===== src/rtl/noc_port_pkg.sv =====
// Shared constants and helpers for the tile-side network interface.
// Flit width tracks the mesh DATA_WIDTH so the port and router always agree.
package noc_port_pkg;

    localparam int DATA_WIDTH    = 64;
    localparam int FLIT_W        = DATA_WIDTH;
    localparam int DEF_INJ_DEPTH = 4;
    localparam int DEF_CREDITS   = 4;
    localparam int DEF_EJ_DEPTH  = 4;

    // Ceiling log2; returns 0 for values of 0 or 1.
    function automatic int clog2(input int value);
        int r;
        r = 0;
        while ((1 << r) < value) begin
            r = r + 1;
        end
        return r;
    endfunction

endpackage


===== src/rtl/noc_port_fifo.sv =====
// Synchronous FIFO used for both the injection and ejection buffers.
// A pop frees a slot in the same cycle, so a push into a full FIFO with a pop is accepted.
module noc_port_fifo
    import noc_port_pkg::*;
#(
    parameter int WIDTH = FLIT_W,
    parameter int DEPTH = DEF_INJ_DEPTH
) (
    input  logic             clk,
    input  logic             reset_in,
    input  logic             push_i,
    input  logic [WIDTH-1:0] push_data_i,
    input  logic             pop_i,
    output logic [WIDTH-1:0] head_o,
    output logic             full_o,
    output logic             empty_o
);

    localparam int AW = (DEPTH > 1) ? clog2(DEPTH) : 1;
    localparam int CW = clog2(DEPTH + 1);

    logic [WIDTH-1:0] mem_q [DEPTH];
    logic [AW-1:0]    rd_ptr_q, rd_ptr_d;
    logic [AW-1:0]    wr_ptr_q, wr_ptr_d;
    logic [CW-1:0]    count_q, count_d;
    logic             do_push;
    logic             do_pop;

    // Explicit wrap keeps non-power-of-two depths correct.
    function automatic logic [AW-1:0] next_ptr(input logic [AW-1:0] p);
        if (p == AW'(DEPTH - 1)) begin
            return '0;
        end
        return p + AW'(1);
    endfunction

    assign empty_o = (count_q == '0);
    assign full_o  = (count_q == CW'(DEPTH));
    assign head_o  = mem_q[rd_ptr_q];

    assign do_pop  = pop_i & ~empty_o;
    assign do_push = push_i & (~full_o | do_pop);

    always_comb begin
        rd_ptr_d = rd_ptr_q;
        wr_ptr_d = wr_ptr_q;
        count_d  = count_q;
        if (do_pop) begin
            rd_ptr_d = next_ptr(rd_ptr_q);
        end
        if (do_push) begin
            wr_ptr_d = next_ptr(wr_ptr_q);
        end
        case ({do_push, do_pop})
            2'b10:   count_d = count_q + CW'(1);
            2'b01:   count_d = count_q - CW'(1);
            default: count_d = count_q;
        endcase
    end

    always_ff @(posedge clk) begin
        if (reset_in) begin
            rd_ptr_q <= '0;
            wr_ptr_q <= '0;
            count_q  <= '0;
        end else begin
            rd_ptr_q <= rd_ptr_d;
            wr_ptr_q <= wr_ptr_d;
            count_q  <= count_d;
        end
    end

    always_ff @(posedge clk) begin
        if (do_push) begin
            mem_q[wr_ptr_q] <= push_data_i;
        end
    end

endmodule


===== src/rtl/noc_tile_port.sv =====
// Tile network interface: credit-based injection into the router P port and
// buffered ejection to the tile with one yummy returned per consumed flit.
module noc_tile_port
    import noc_port_pkg::*;
#(
    parameter int DATA_W    = FLIT_W,
    parameter int INJ_DEPTH = DEF_INJ_DEPTH,
    parameter int CREDITS   = DEF_CREDITS,
    parameter int EJ_DEPTH  = DEF_EJ_DEPTH
) (
    input  logic                           clk,
    input  logic                           reset_in,
    input  logic                           in_valid,
    output logic                           in_ready,
    input  logic [DATA_W-1:0]              in_data,
    output logic [DATA_W-1:0]              noc_data_out,
    output logic                           noc_valid_out,
    input  logic                           noc_yummy_in,
    input  logic [DATA_W-1:0]              noc_data_in,
    input  logic                           noc_valid_in,
    output logic                           noc_yummy_out,
    output logic                           out_valid,
    input  logic                           out_ready,
    output logic [DATA_W-1:0]              out_data,
    output logic [clog2(CREDITS+1)-1:0]    credit_cnt,
    output logic                           err
);

    localparam int                CNT_W       = clog2(CREDITS + 1);
    localparam logic [CNT_W-1:0]  CREDITS_MAX = CNT_W'(CREDITS);

    logic [DATA_W-1:0] inj_head;
    logic              inj_full, inj_empty, inj_push;
    logic              ej_full, ej_empty, ej_pop;
    logic              send;

    logic [CNT_W-1:0]  credit_q, credit_d;
    logic [DATA_W-1:0] data_out_q, data_out_d;
    logic              valid_out_q, valid_out_d;
    logic              yummy_q, yummy_d;
    logic              err_q, err_d;

    // Injection side
    assign in_ready = ~reset_in & ~inj_full;
    assign inj_push = in_valid & in_ready;

    // An incoming yummy counts toward this cycle's send decision.
    assign send = ~inj_empty & ((credit_q != '0) | noc_yummy_in);

    noc_port_fifo #(
        .WIDTH (DATA_W),
        .DEPTH (INJ_DEPTH)
    ) u_inj_fifo (
        .clk         (clk),
        .reset_in    (reset_in),
        .push_i      (inj_push),
        .push_data_i (in_data),
        .pop_i       (send),
        .head_o      (inj_head),
        .full_o      (inj_full),
        .empty_o     (inj_empty)
    );

    // Ejection side
    assign out_valid = ~ej_empty;
    assign ej_pop    = out_valid & out_ready;

    noc_port_fifo #(
        .WIDTH (DATA_W),
        .DEPTH (EJ_DEPTH)
    ) u_ej_fifo (
        .clk         (clk),
        .reset_in    (reset_in),
        .push_i      (noc_valid_in),
        .push_data_i (noc_data_in),
        .pop_i       (ej_pop),
        .head_o      (out_data),
        .full_o      (ej_full),
        .empty_o     (ej_empty)
    );

    always_comb begin
        credit_d    = credit_q;
        data_out_d  = data_out_q;
        valid_out_d = send;
        yummy_d     = ej_pop;
        err_d       = err_q;

        if (send) begin
            data_out_d = inj_head;
        end

        if (send && !noc_yummy_in) begin
            credit_d = credit_q - CNT_W'(1);
        end else if (!send && noc_yummy_in) begin
            if (credit_q == CREDITS_MAX) begin
                err_d = 1'b1;
            end else begin
                credit_d = credit_q + CNT_W'(1);
            end
        end

        // A flit arriving at a full buffer with nothing leaving is lost.
        if (noc_valid_in && ej_full && !ej_pop) begin
            err_d = 1'b1;
        end
    end

    always_ff @(posedge clk) begin
        if (reset_in) begin
            credit_q    <= CREDITS_MAX;
            data_out_q  <= '0;
            valid_out_q <= 1'b0;
            yummy_q     <= 1'b0;
            err_q       <= 1'b0;
        end else begin
            credit_q    <= credit_d;
            data_out_q  <= data_out_d;
            valid_out_q <= valid_out_d;
            yummy_q     <= yummy_d;
            err_q       <= err_d;
        end
    end

    assign credit_cnt    = credit_q;
    assign noc_data_out  = data_out_q;
    assign noc_valid_out = valid_out_q;
    assign noc_yummy_out = yummy_q;
    assign err           = err_q;

endmodule


===== config.mk =====
export PLATFORM = sky130hd
export DESIGN_NAME = noc_tile_port
export DESIGN_NICKNAME = d
export VERILOG_FILES = /design/src/rtl/noc_port_pkg.sv /design/src/rtl/noc_port_fifo.sv /design/src/rtl/noc_tile_port.sv
export SDC_FILE = /design/constraint.sdc
export NUM_CORES = 1
export LEC_CHECK = 0
export CORE_MARGIN = 4
export CORE_UTILIZATION = 25
export CTS_BUF_LIST = sky130_fd_sc_hd__clkbuf_8
export DETAILED_ROUTE_END_ITERATION = 8
export GPL_ROUTABILITY_DRIVEN = 0
export SLEW_MARGIN = 20
export SYNTH_ARGS = -nofsm -noshare
export SYNTH_HDL_FRONTEND = slang
export SYNTH_SLANG_ARGS = --single-unit

===== constraint.sdc =====
create_clock -name clk -period 3.35 [get_ports clk]
set_input_delay 0.67 -clock clk [delete_from_list [all_inputs] [get_ports clk]]
set_output_delay 0.67 -clock clk [all_outputs]
set_load 0.005 [all_outputs]

Yosys cells after proc, flatten, opt, wreduce, memory -nomap -nowiden
Memory sizes are Yosys's and may differ from the RTL's. A register that Yosys moved wholly into a read port is not among the register bits.
Index checks and enable logic that the tools add are counted.
Operators by class
  $add $sub $neg: 10
  reductions and logical operators: 17
  bitwise gates (word level): 16
  equality and inequality tests: 13
  muxes and demuxes: 31
Operators with widths (number)
  2-bit two-way mux: 10
  1-bit two-way mux: 16
  2-bit equality test, second input constant: 6
  3-bit case mux with 2 select lines: 2
  2-bit nonzero test: 5
  3-bit by 1-bit adder with 3-bit output, second input constant: 3
  3-bit equality test, second input constant: 3
  3-bit two-way mux: 3
  3-bit by 1-bit subtractor with 3-bit output, second input constant: 3
  2-bit by 1-bit adder with 2-bit output, second input constant: 4
  1-bit AND: 8
  3-bit zero test: 2
  1-bit NOT: 5
  2-bit by 1-bit equality test with 1-bit output, second input constant: 2
  1-bit logical AND: 4
  1-bit zero test: 3
  1-bit bitwise OR: 3
  3-bit AND reduction: 1
  3-bit nonzero test: 1
  2-bit by 1-bit inequality test with 1-bit output, second input constant: 1
  2-bit inequality test, second input constant: 1
  2-bit AND reduction: 1
Word-level totals
  logic and storage cells: 99
  bits in registers: 20
  memories kept: 2
  bits in writable memories: 512
  output and inout port bits: 136
Memory list
  u_ej_fifo.mem_q: depth 4, bits a word 64, read ports 1, clocked after Yosys merged registers in 1, wr ports 1, RTL line noc_port_fifo.sv:22  | logic [WIDTH-1:0] mem_q [DEPTH];
  u_inj_fifo.mem_q: depth 4, bits a word 64, read ports 1, clocked after Yosys merged registers in 1, wr ports 1, RTL line noc_port_fifo.sv:22

Longest topological paths before layout
  depth after elaboration: 8
  mapped depth: 11
  mapped depth without buffers: 9

By module
From an unflattened synthesis, not the netlist that was laid out.
Second synthesis, totals
  cell total of the unflattened synthesis: 1116
  area, all modules: 22434.0 sq um
By module, submodules not included
  noc_port_fifo: sequential area each 7867.5 sq um, times used 2, cells each 393, area each 9738.1 sq um
  noc_tile_port: sequential area each 1401.3 sq um, times used 1, cells each 330, area each 2957.8 sq um

Least setup slack after synthesis
No wires, ideal clock.
  kind: input to register
  start: in in_valid
  end: mem u_inj_fifo.mem_q[0][0] (netlist name), enable pin
  setup slack: 0.313 ns
  stages on the path: 3
  arrival time: 2.608 ns
  required time: 2.921 ns
  cells stage by stage: inv_1 > a211oi_2 > and2_1
Between the ends
  word-level cells in the longest chain between the ends: 4
Ends and longest elaborated chain
  start, declared: RTL line noc_tile_port.sv:13  | input logic in_valid,
  1-bit AND: RTL line noc_tile_port.sv:45  | assign inj_push = in_valid & in_ready;
  1-bit AND: RTL line noc_port_fifo.sv:42  | assign do_push = push_i & (~full_o | do_pop);
  1-bit two-way mux: RTL line noc_port_fifo.sv:74  | if (do_push) begin
  1-bit two-way mux (implied by the code): RTL line noc_port_fifo.sv:75  | mem_q[wr_ptr_q] <= push_data_i;
  end, declared: RTL line noc_port_fifo.sv:22
No other way between the ends.

==> flow_metrics.tcl <==
set metrics [dict create \
    synth_cell_types 36 \
    cts.htree.levels 3 \
    cellLeakagePower_nw 9.03 \
    drc 0 \
    drtIter0Drc 651 \
    ys_async_sr_fraction 0 \
    cts_resized 0 \
    fin_ws_ns 0.182 \
    ys.flop_type "edfxtp_1" \
    clkLatencyLatePin_ns 0.68 \
    vias_per_cell 4.38 \
    cp-end-kind "primary output" \
    status "completed" \
    clock_skew_ns 0.0261 \
    clock_sinks 598 \
    min_path_type "reg -> reg" \
    fp.dieH_um 305 \
    via_count 11700 \
    grt_pass1_vias 12600 \
    area_growth_pct 28.6 \
    rsz0062_at_grt "no" \
    cts_buffers 100 \
    setup_violations 0 \
    syn_inst 1096 \
    wl_um 53400 \
    synth-seq-cells 598 \
    fillers 8374 \
    grt_pass1_wl_um 80900 \
    ios 270 \
    crit_fanout 27 \
    final_common_cell "edfxtp_1" \
    ctsHoldBuffers 0 \
    die_w_um 305 \
    vdd.ir_drop.worst_uv 420 \
    num_rows 108 \
    antenna_found_initial 7 \
    slew_headroom 0.282 \
    coreArea_um2 87200 \
    start_kind "register" \
    max_freq_ghz 0.316 \
    fin_setup_tns_ns 0 \
    dp_slack_ns 0.234 \
    drt_first_pass_iters 5 \
    final_nets 1581 \
    dp_hpwl_um 32200 \
    drive_gt1_frac 0.213 \
    portBuffers 269 \
    syn-mean-instance-area_um2 20.1 \
    final_max_slew_viol_count 0 \
    synth_fp_nets 1247 \
    fin_util 0.326 \
    initial_core_util 0.253 \
    hold_viol 0 \
    required_ns 2.68 \
    drv_cap 0 \
    period_minus_slack_ns 3.17 \
    cts_buffer_depth 3 \
    grt_overflow 0 \
    worstSetupPathType "reg -> out" \
    worst_ep_arrival_time_ns 2.50 \
    period_share 0.946 \
    grt_max_degree 67 \
    yosysSeqAreaShare 0.774 \
    cts_tree "yes" \
    tightestPinTransition_ns 1.08 \
    syn-cell-area_um2 22100 \
    die-area_um2 93100 \
    drtAntennaViolNets 0 \
    powerDensity_nw_per_um2 743 \
    cts_root_buf "clkbuf_8" \
    final_cell_mix "edfxtp_1 (512), clkdlybuf4s50_1 (268), mux4_2 (128), clkbuf_8 (113), dfxtp_1 (82)" \
    wl_per_cell_um 20.0 \
    cts_setup_buffers 2 \
    synth_edf_count 512 \
    whs_ns 0.476 \
    grt_usage 0.114 \
    clkSlewWorstSetupHoldPaths_ns 0.06 \
    ys_warn_count 0 \
]
worst paths after layout:
check	startpoint	end	slack [ns]	depth (start not counted)
max reg2reg	credit_cnt[0]	credit_cnt[1]	0.82	8
min	noc_data_out[62]	noc_data_out[62]	0.48	2
max	register	out_data[1]	0.18	3
min reg2reg	noc_data_out[62]	noc_data_out[62]	0.48	2
cell usage after synthesis, drive strengths merged, types with 5 or more instances:
library cell	count	area (um^2)
edfxtp	512	15400
mux4	128	2880
dfxtp	86	1720
a21oi	76	380
o21ai	70	350
nand3	66	330
buf	38	254
clkbuf	27	105
inv	20	75.1
nor2	15	56.3
ha	14	175
or3	8	50.1
xor2	5	43.8
layer usage:
metal / global-route usage / vias to the layer above / share of wire
li1: - / 5146 / -
met2: 0.178 / 405 / 0.47
met1: 0.149 / 6048 / 0.43
met4: 0.0354 / 8 / 0.019
met5: 0 / - / 0.00084
met3: 0.0394 / 89 / 0.087
metrics by stage:
step	instances	area (um^2)	power [mW]
after floorplan	1096	22100	12.1
after global placement	2480	26200	14.7
after detailed placement	2480	26200	14.8
after CTS	2668	28300	21.5
after global routing	2670	28400	22.3
final	2672	28400	21.1
power breakdown:
| part | switching, mW | total, mW | internal [mW] |
|---|---|---|---|
| registers | 0.581 | 9.53 | 8.95 |
| logic | 2.28 | 5.00 | 2.71 |
| clock network | 2.93 | 6.58 | 3.66 |
| total | 5.79 | 21.1 | 15.3 |
area by class of cell:
class / count / area, um^2 / share of cell area
Inverter: 20 / 75.1 / 0.00264
Sequential cell: 598 / 17100 / 0.603
Tap cell: 1155 / 1450 / 0.0509
Timing Repair Buffer: 297 / 3060 / 0.108
Clock inverter: 73 / 532 / 0.0187
Clock buffer: 113 / 1560 / 0.0548
Antenna cell: 3 / 7.51 / 0.000264
Multi-Input combinational cell: 413 / 4600 / 0.162
state kept, by name, summed over array words and instances, names as in the netlist, 2 cells and up, named ones only:
name,flops
u_ej_fifo.wr_ptr_q,2
u_inj_fifo.mem_q,256
u_inj_fifo.count_q,3
u_ej_fifo.mem_q,256
u_ej_fifo.count_q,3
u_inj_fifo.rd_ptr_q,2
noc_data_out,64
credit_cnt,3
u_inj_fifo.wr_ptr_q,2
u_ej_fifo.rd_ptr_q,2
cells by family (layout without fill, tap and decap cells):
kind of cell | after synthesis | in the layout | share of synthesized area
mux | 131 | 131 | 0.132
simple gates | 110 | 110 | 0.0265
fa+ha+maj | 17 | 17 | 0.0107
buf+inv | 85 | 503 | 0.0197
xor+xnor | 5 | 5 | 0.00198
other cells | 0 | 3 | 0
compound gates | 150 | 150 | 0.0348
flops | 598 | 598 | 0.774
worst max-delay path, stage by stage, from the launching register on:
cell and delay [ns]:
dfxtp_4 0.64, buf_4 0.34, mux4_2 0.37, clkdlybuf4s50_1 0.46
(Power assumes the default switching activity.)
